===== src/rtl/pc_seq_pkg.sv =====
// Shared types and default constants for the next-PC sequencer.
package pc_seq_pkg;

    typedef enum logic [1:0] {
        BOOT,
        RUN,
        HALT
    } state_t;

    typedef enum logic [2:0] {
        SRC_HOLD,
        SRC_IRQ,
        SRC_RET,
        SRC_JMP,
        SRC_BR,
        SRC_INC
    } src_t;

    localparam int unsigned DEFAULT_D_WIDTH      = 12;
    localparam int unsigned DEFAULT_STACK_DEPTH  = 4;
    localparam logic [11:0] DEFAULT_RESET_VECTOR = 12'h000;
    localparam logic [11:0] DEFAULT_IRQ_VECTOR   = 12'h004;

endpackage


===== src/rtl/pc_ret_stack.sv =====
// Return-address LIFO. A push while full and a pop while empty are ignored;
// the parent decides how to report those cases.
module pc_ret_stack #(
    parameter int unsigned D_WIDTH     = 12,
    parameter int unsigned STACK_DEPTH = 4
) (
    input  logic               clk,
    input  logic               reset,
    input  logic               push,
    input  logic               pop,
    input  logic [D_WIDTH-1:0] push_data,
    output logic [D_WIDTH-1:0] top,
    output logic               full,
    output logic               empty
);

    localparam int unsigned IDX_W = $clog2(STACK_DEPTH);
    localparam int unsigned SP_W  = IDX_W + 1;

    logic [SP_W-1:0]    sp;
    logic [D_WIDTH-1:0] mem [STACK_DEPTH];
    logic [IDX_W-1:0]   top_idx;
    logic [IDX_W-1:0]   wr_idx;

    assign full    = (sp == SP_W'(STACK_DEPTH));
    assign empty   = (sp == '0);
    assign top_idx = IDX_W'(sp - 1'b1);
    assign wr_idx  = IDX_W'(sp);
    assign top     = mem[top_idx];

    // Stack pointer and entry storage; a push takes precedence over a pop.
    always_ff @(posedge clk or negedge reset) begin
        if (!reset) begin
            sp <= '0;
            for (int unsigned i = 0; i < STACK_DEPTH; i++) begin
                mem[i] <= '0;
            end
        end else if (push && !full) begin
            mem[wr_idx] <= push_data;
            sp          <= sp + 1'b1;
        end else if (pop && !empty) begin
            sp <= sp - 1'b1;
        end
    end

endmodule


===== src/rtl/pc_sequencer.sv =====
// Next-PC controller: BOOT/RUN/HALT FSM, prioritised next-PC select and
// sticky stack error flags in front of the program_counter register.
module pc_sequencer
    import pc_seq_pkg::*;
#(
    parameter int unsigned        D_WIDTH      = DEFAULT_D_WIDTH,
    parameter int unsigned        STACK_DEPTH  = DEFAULT_STACK_DEPTH,
    parameter logic [D_WIDTH-1:0] RESET_VECTOR = D_WIDTH'(DEFAULT_RESET_VECTOR),
    parameter logic [D_WIDTH-1:0] IRQ_VECTOR   = D_WIDTH'(DEFAULT_IRQ_VECTOR)
) (
    input  logic               clk,
    input  logic               reset,
    input  logic [D_WIDTH-1:0] pc_cur,
    output logic [D_WIDTH-1:0] pc_next,
    input  logic               stall,
    input  logic               branch_taken,
    input  logic [D_WIDTH-1:0] branch_target,
    input  logic               jump,
    input  logic               call,
    input  logic [D_WIDTH-1:0] jump_target,
    input  logic               ret,
    input  logic               irq,
    input  logic               irq_en,
    output logic               irq_ack,
    input  logic               halt,
    input  logic               resume,
    output logic               halted,
    output logic               stk_overflow,
    output logic               stk_underflow
);

    state_t             state;
    state_t             state_next;
    src_t               src;
    logic               push;
    logic               pop;
    logic               set_unf;
    logic               irq_take;
    logic [D_WIDTH-1:0] push_data;
    logic [D_WIDTH-1:0] pc_inc;
    logic [D_WIDTH-1:0] stk_top;
    logic               stk_full;
    logic               stk_empty;

    assign pc_inc   = pc_cur + D_WIDTH'(1);
    assign irq_take = irq && irq_en && !stall;
    assign halted   = (state == HALT);

    pc_ret_stack #(
        .D_WIDTH     (D_WIDTH),
        .STACK_DEPTH (STACK_DEPTH)
    ) u_stack (
        .clk       (clk),
        .reset     (reset),
        .push      (push),
        .pop       (pop),
        .push_data (push_data),
        .top       (stk_top),
        .full      (stk_full),
        .empty     (stk_empty)
    );

    // State register and sticky stack error flags.
    always_ff @(posedge clk or negedge reset) begin
        if (!reset) begin
            state         <= BOOT;
            stk_overflow  <= 1'b0;
            stk_underflow <= 1'b0;
        end else begin
            state <= state_next;
            if (push && stk_full) begin
                stk_overflow <= 1'b1;
            end
            if (set_unf) begin
                stk_underflow <= 1'b1;
            end
        end
    end

    // Next state, source select and stack control in strict priority order.
    always_comb begin
        state_next = state;
        src        = SRC_INC;
        push       = 1'b0;
        pop        = 1'b0;
        push_data  = pc_inc;
        irq_ack    = 1'b0;
        set_unf    = 1'b0;
        case (state)
            BOOT: begin
                src        = SRC_HOLD;
                state_next = RUN;
            end
            RUN: begin
                if (stall) begin
                    src = SRC_HOLD;
                end else if (irq_take) begin
                    src       = SRC_IRQ;
                    push      = 1'b1;
                    push_data = pc_cur;
                    irq_ack   = 1'b1;
                end else if (halt) begin
                    src        = SRC_HOLD;
                    state_next = HALT;
                end else if (ret) begin
                    // Underflow falls through to sequential fetch.
                    if (stk_empty) begin
                        src     = SRC_INC;
                        set_unf = 1'b1;
                    end else begin
                        src = SRC_RET;
                        pop = 1'b1;
                    end
                end else if (call) begin
                    src  = SRC_JMP;
                    push = 1'b1;
                end else if (jump) begin
                    src = SRC_JMP;
                end else if (branch_taken) begin
                    src = SRC_BR;
                end
            end
            HALT: begin
                src = SRC_HOLD;
                if (irq_take) begin
                    src        = SRC_IRQ;
                    push       = 1'b1;
                    push_data  = pc_cur;
                    irq_ack    = 1'b1;
                    state_next = RUN;
                end else if (resume) begin
                    state_next = RUN;
                end
            end
            default: begin
                src        = SRC_HOLD;
                state_next = BOOT;
            end
        endcase
    end

    // Next-PC multiplexer; BOOT always presents the reset vector.
    always_comb begin
        pc_next = pc_inc;
        if (state == BOOT) begin
            pc_next = RESET_VECTOR;
        end else begin
            case (src)
                SRC_HOLD: pc_next = pc_cur;
                SRC_IRQ:  pc_next = IRQ_VECTOR;
                SRC_RET:  pc_next = stk_top;
                SRC_JMP:  pc_next = jump_target;
                SRC_BR:   pc_next = branch_target;
                SRC_INC:  pc_next = pc_inc;
                default:  pc_next = pc_inc;
            endcase
        end
    end

endmodule


===== config.mk =====
export PLATFORM = sky130hd
export DESIGN_NAME = pc_sequencer
export DESIGN_NICKNAME = d
export VERILOG_FILES = /design/src/rtl/pc_seq_pkg.sv /design/src/rtl/pc_ret_stack.sv /design/src/rtl/pc_sequencer.sv
export SDC_FILE = /design/constraint.sdc
export NUM_CORES = 1
export LEC_CHECK = 0
export BUFFER_PORTS_ARGS = -buffer_cell sky130_fd_sc_hd__buf_2
export CORE_MARGIN = 2
export CORE_UTILIZATION = 59
export CTS_BUF_LIST = sky130_fd_sc_hd__clkbuf_4 sky130_fd_sc_hd__clkbuf_8
export DETAILED_ROUTE_END_ITERATION = 10
export PLACE_DENSITY_LB_ADDON = 0.1
export SYNTH_ARGS = -nofsm -noshare
export SYNTH_HDL_FRONTEND = slang
export SYNTH_HIERARCHICAL = 1
export SYNTH_SLANG_ARGS = --single-unit
export TNS_END_PERCENT = 50

===== constraint.sdc =====
create_clock -name clk -period 3.2 [get_ports clk]
set_input_delay 0.16 -clock clk [delete_from_list [all_inputs] [get_ports clk]]
set_output_delay 0.16 -clock clk [all_outputs]
set_load 0.005 [all_outputs]

==> flow_summary.ini <==
[setup_path]
cp_max_fo = 10
critical_path_class = flip-flop to output pin
endpoint_kind = output pin
crit_path_top_delay_cell = o31ai_4
crit_required_ns = 3.04
crit_path_max_incr_delay_ns = 0.56
crit_chain = inv_1 > ha_1 > nand2b_1 > o31ai_4 > nand3_1 > o211ai_1 > a211oi_2 > buf_2
cp.arrival_ns = 2.87
start_kind = flip-flop

[logic_synthesis]
ys_ff_latch = 55
syn_inst = 358
netlist_top_cells_area = dfrtp_1 34%, mux2_4 12%, mux4_2 6.7%
ys.flop_type = dfrtp_1
synth-edff-count = 0
yosys_warnings = 6
synth_area_leader_cell = dfrtp_1
synth-async-reset-ratio = 1.000
netlist_area_um2 = 4034
seq_area_frac_synth = 0.3412
synth_top_area_frac = 0.3412
syn_avg_cell_area_um2 = 11.27
ys_types = 65
synth_nets = 416

[floorplan]
dieArea_um2 = 7514
start_util = 0.6004
ioPinCount = 63
die_h_um = 86.69
die_x_um = 86.69
core_um2 = 6719
rows = 30

[timing]
layout_min_cycle_time_ns = 3.029
slew_violations = 0
max_clock_freq_mhz = 330.2
fin_tns_setup_ns = 0
setup_viol = 0
rsz0062_at_grt = no
slew_headroom = 0.5160
final_hold_viol_count = 0
worst_pin_slew_ns = 0.7198
fin_crit_sh = 0.9465
fin_skew_ns = 0.01021

[power_and_ir_drop]
p_int_mw = 2.181
p_switching_mw = 1.376
powerDensity_nw_per_um2 = 795.3
sw_frac_of_total = 0.3868
comb_power_share = 0.548
clkPwrFrac = 0.133
pwr-share-seq = 0.320
p_leak_nw = 2.185
vdd_ir_drop_max_uv = 474.9

[layout]
final_common_cell = buf_2
synthToLayoutAreaGrowth_pct = 10.89
fin_area_um2 = 4473
final_cell_mix = 62 x buf_2, 55 x dfrtp_1, 31 x mux2_4
drive_gt1_frac = 0.4087
finalNetCount = 473
diodes = 0

[route]
routed_wl_mm = 9.730
ant_nets = 0
dr.pass1.iters = 5
drt_iter0_drc = 137
num_vias = 3119
vias_per_cell = 6.288
wl_per_cell_um = 19.62
remaining_drc_errors = 0

[grt]
first_global_vias = 3008
antenna_found_initial = 0
grt.total_usage = 0.2710
grt_pass1_wl_mm = 15.61
grt_max_degree = 31
grt.overflow.total = 0

[placement]
placed_cell_area_um2 = 4348
gp_congestion = 0.9312
io_buffers = 62
dpl.hpwl_mm = 7.016

[outcome]
outcome = complete, no violations

[clock_tree]
htreeDepth = 2
clkTransAtPathRegs_ns = 0.10
cts_tree = built
ctsResizeCount = 0
root_buffer = clkbuf_8
post_cts_buffers = 0
clockBufferDepth = 2
numClockSinks = 55
clk_latency_ns = 0.32
cts_buffers = 5

[flow_run]
cap_violations = 0

[min_path]
hold_path_class = input port to flip-flop
[cell usage after synthesis (all sizes together) (2+ instances only)]
cell type / instances
mux2: 54
inv: 11
xor2: 5
xnor2: 7
a22o: 2
buf: 14
mux2i: 2
nor2b: 5
mux4: 12
and2: 4
o31ai: 4
o22ai: 2
a31oi: 5
a31o: 2
a221o: 3
ha: 11
o221ai: 6
nand3b: 2
clkbuf: 7
a221oi: 5
or3: 5
nor2: 23
o21a: 2
nand2: 25
nand4b: 3
nand4: 4
nand2b: 4
a21o: 3
nand3: 11
dfrtp: 55
a21oi: 12
o21ai: 7
nor3: 5
or2: 2
a211oi: 5
and3: 5
o31a: 2
o21bai: 2
o211ai: 9
[stage by stage]
| stage | instances | util | hold slack (ns) | setup slack, ns | total power [mW] |
|---|---|---|---|---|---|
| floorplan | 358 | - | -0.1356 | 0.6237 | 2.590 |
| global placement | 487 | 0.6471 | 0.1832 | 0.4366 | 3.022 |
| detailed placement | 487 | 0.6471 | 0.2052 | 0.3184 | 3.065 |
| CTS | 496 | 0.6657 | 0.1714 | 0.1902 | 3.568 |
| global route | 496 | 0.6657 | 0.2036 | 0.001092 | 3.800 |
| finish | 496 | 0.6657 | 0.1925 | 0.1711 | 3.557 |
[sequential cells by signal, indices dropped and copies added, names as in the netlist]
register / flops
state: 2
stk_overflow: 1
stk_underflow: 1
u_stack/mem: 48
u_stack/sp: 3
[power by group through the flow]
stage                     combinational, mW  clock, mW  sequential, mW
final                                  1.95      0.471            1.14
after global routing                   2.12      0.516            1.16
after CTS                              1.95      0.490            1.13
after detailed placement               1.93          0            1.14
after global placement                 1.90          0            1.13
after floorplan                        1.50          0            1.09
[routing by layer]
metal	part of all wire	GRT usage	up-vias
met4	0.015	0.07528	0
met5	0	0	-
li1	-	-	1457
met3	0.075	0.03619	13
met1	0.45	0.3904	1508
met2	0.46	0.4329	141
[kinds of logic after synthesis]
family	share of synthesized area
fa+ha+maj	0.03412
buf+inv	0.04901
xor+xnor	0.02605
simple gates	0.1467
compound gates	0.1514
mux	0.2516
flops	0.3412
[final timing paths]
| check | start | end | slack (ns) | cells after the start |
|---|---|---|---|---|
| max | state[1]$_DFFE_PN0P_ | pc_next[10] | 0.17 | 8 |
| min | halt | stk_underflow$_DFFE_PN0P_ | 0.19 | 3 |
| max reg2reg | state[1]$_DFFE_PN0P_ | u_stack/mem[9]$_DFFE_PN0P_ | 0.26 | 9 |
| min reg2reg | stk_overflow$_DFFE_PN0P_ | stk_overflow$_DFFE_PN0P_ | 0.48 | 1 |
| max in group asynchronous | reset | u_stack/mem[11]$_DFFE_PN0P_ | 2.00 | 3 |
| min in group asynchronous | reset | state[0]$_DFFE_PN0P_ | 0.37 | 2 |
[critical path, delay by kind of cell, from the launching register on]
family | cells | cell delay (ns)
AOI/OAI and AO/OA | 3 | 0.97
adders and majority gates | 1 | 0.33
buffers and inverters | 2 | 0.25
DFF | 1 | 0.44
and+or+nand+nor | 2 | 0.57
[repair_timing]
action / 4_1_cts / 5_1_grt
hold buffers: 1 / 0
endpoints found under the hold margin: 25 / 0
endpoints found under the setup margin: 0 / 2
[cell type report]
cell class,instances,area [µm²]
multi-input cells,271,2460
inverters,11,41.29
clock inverters,3,46.29
fillers,549,2246
clock buffers,5,68.82
well taps,80,100.1
repair buffers,71,380.4
flip-flops and latches,55,1376
(Power assumes the default switching activity.)
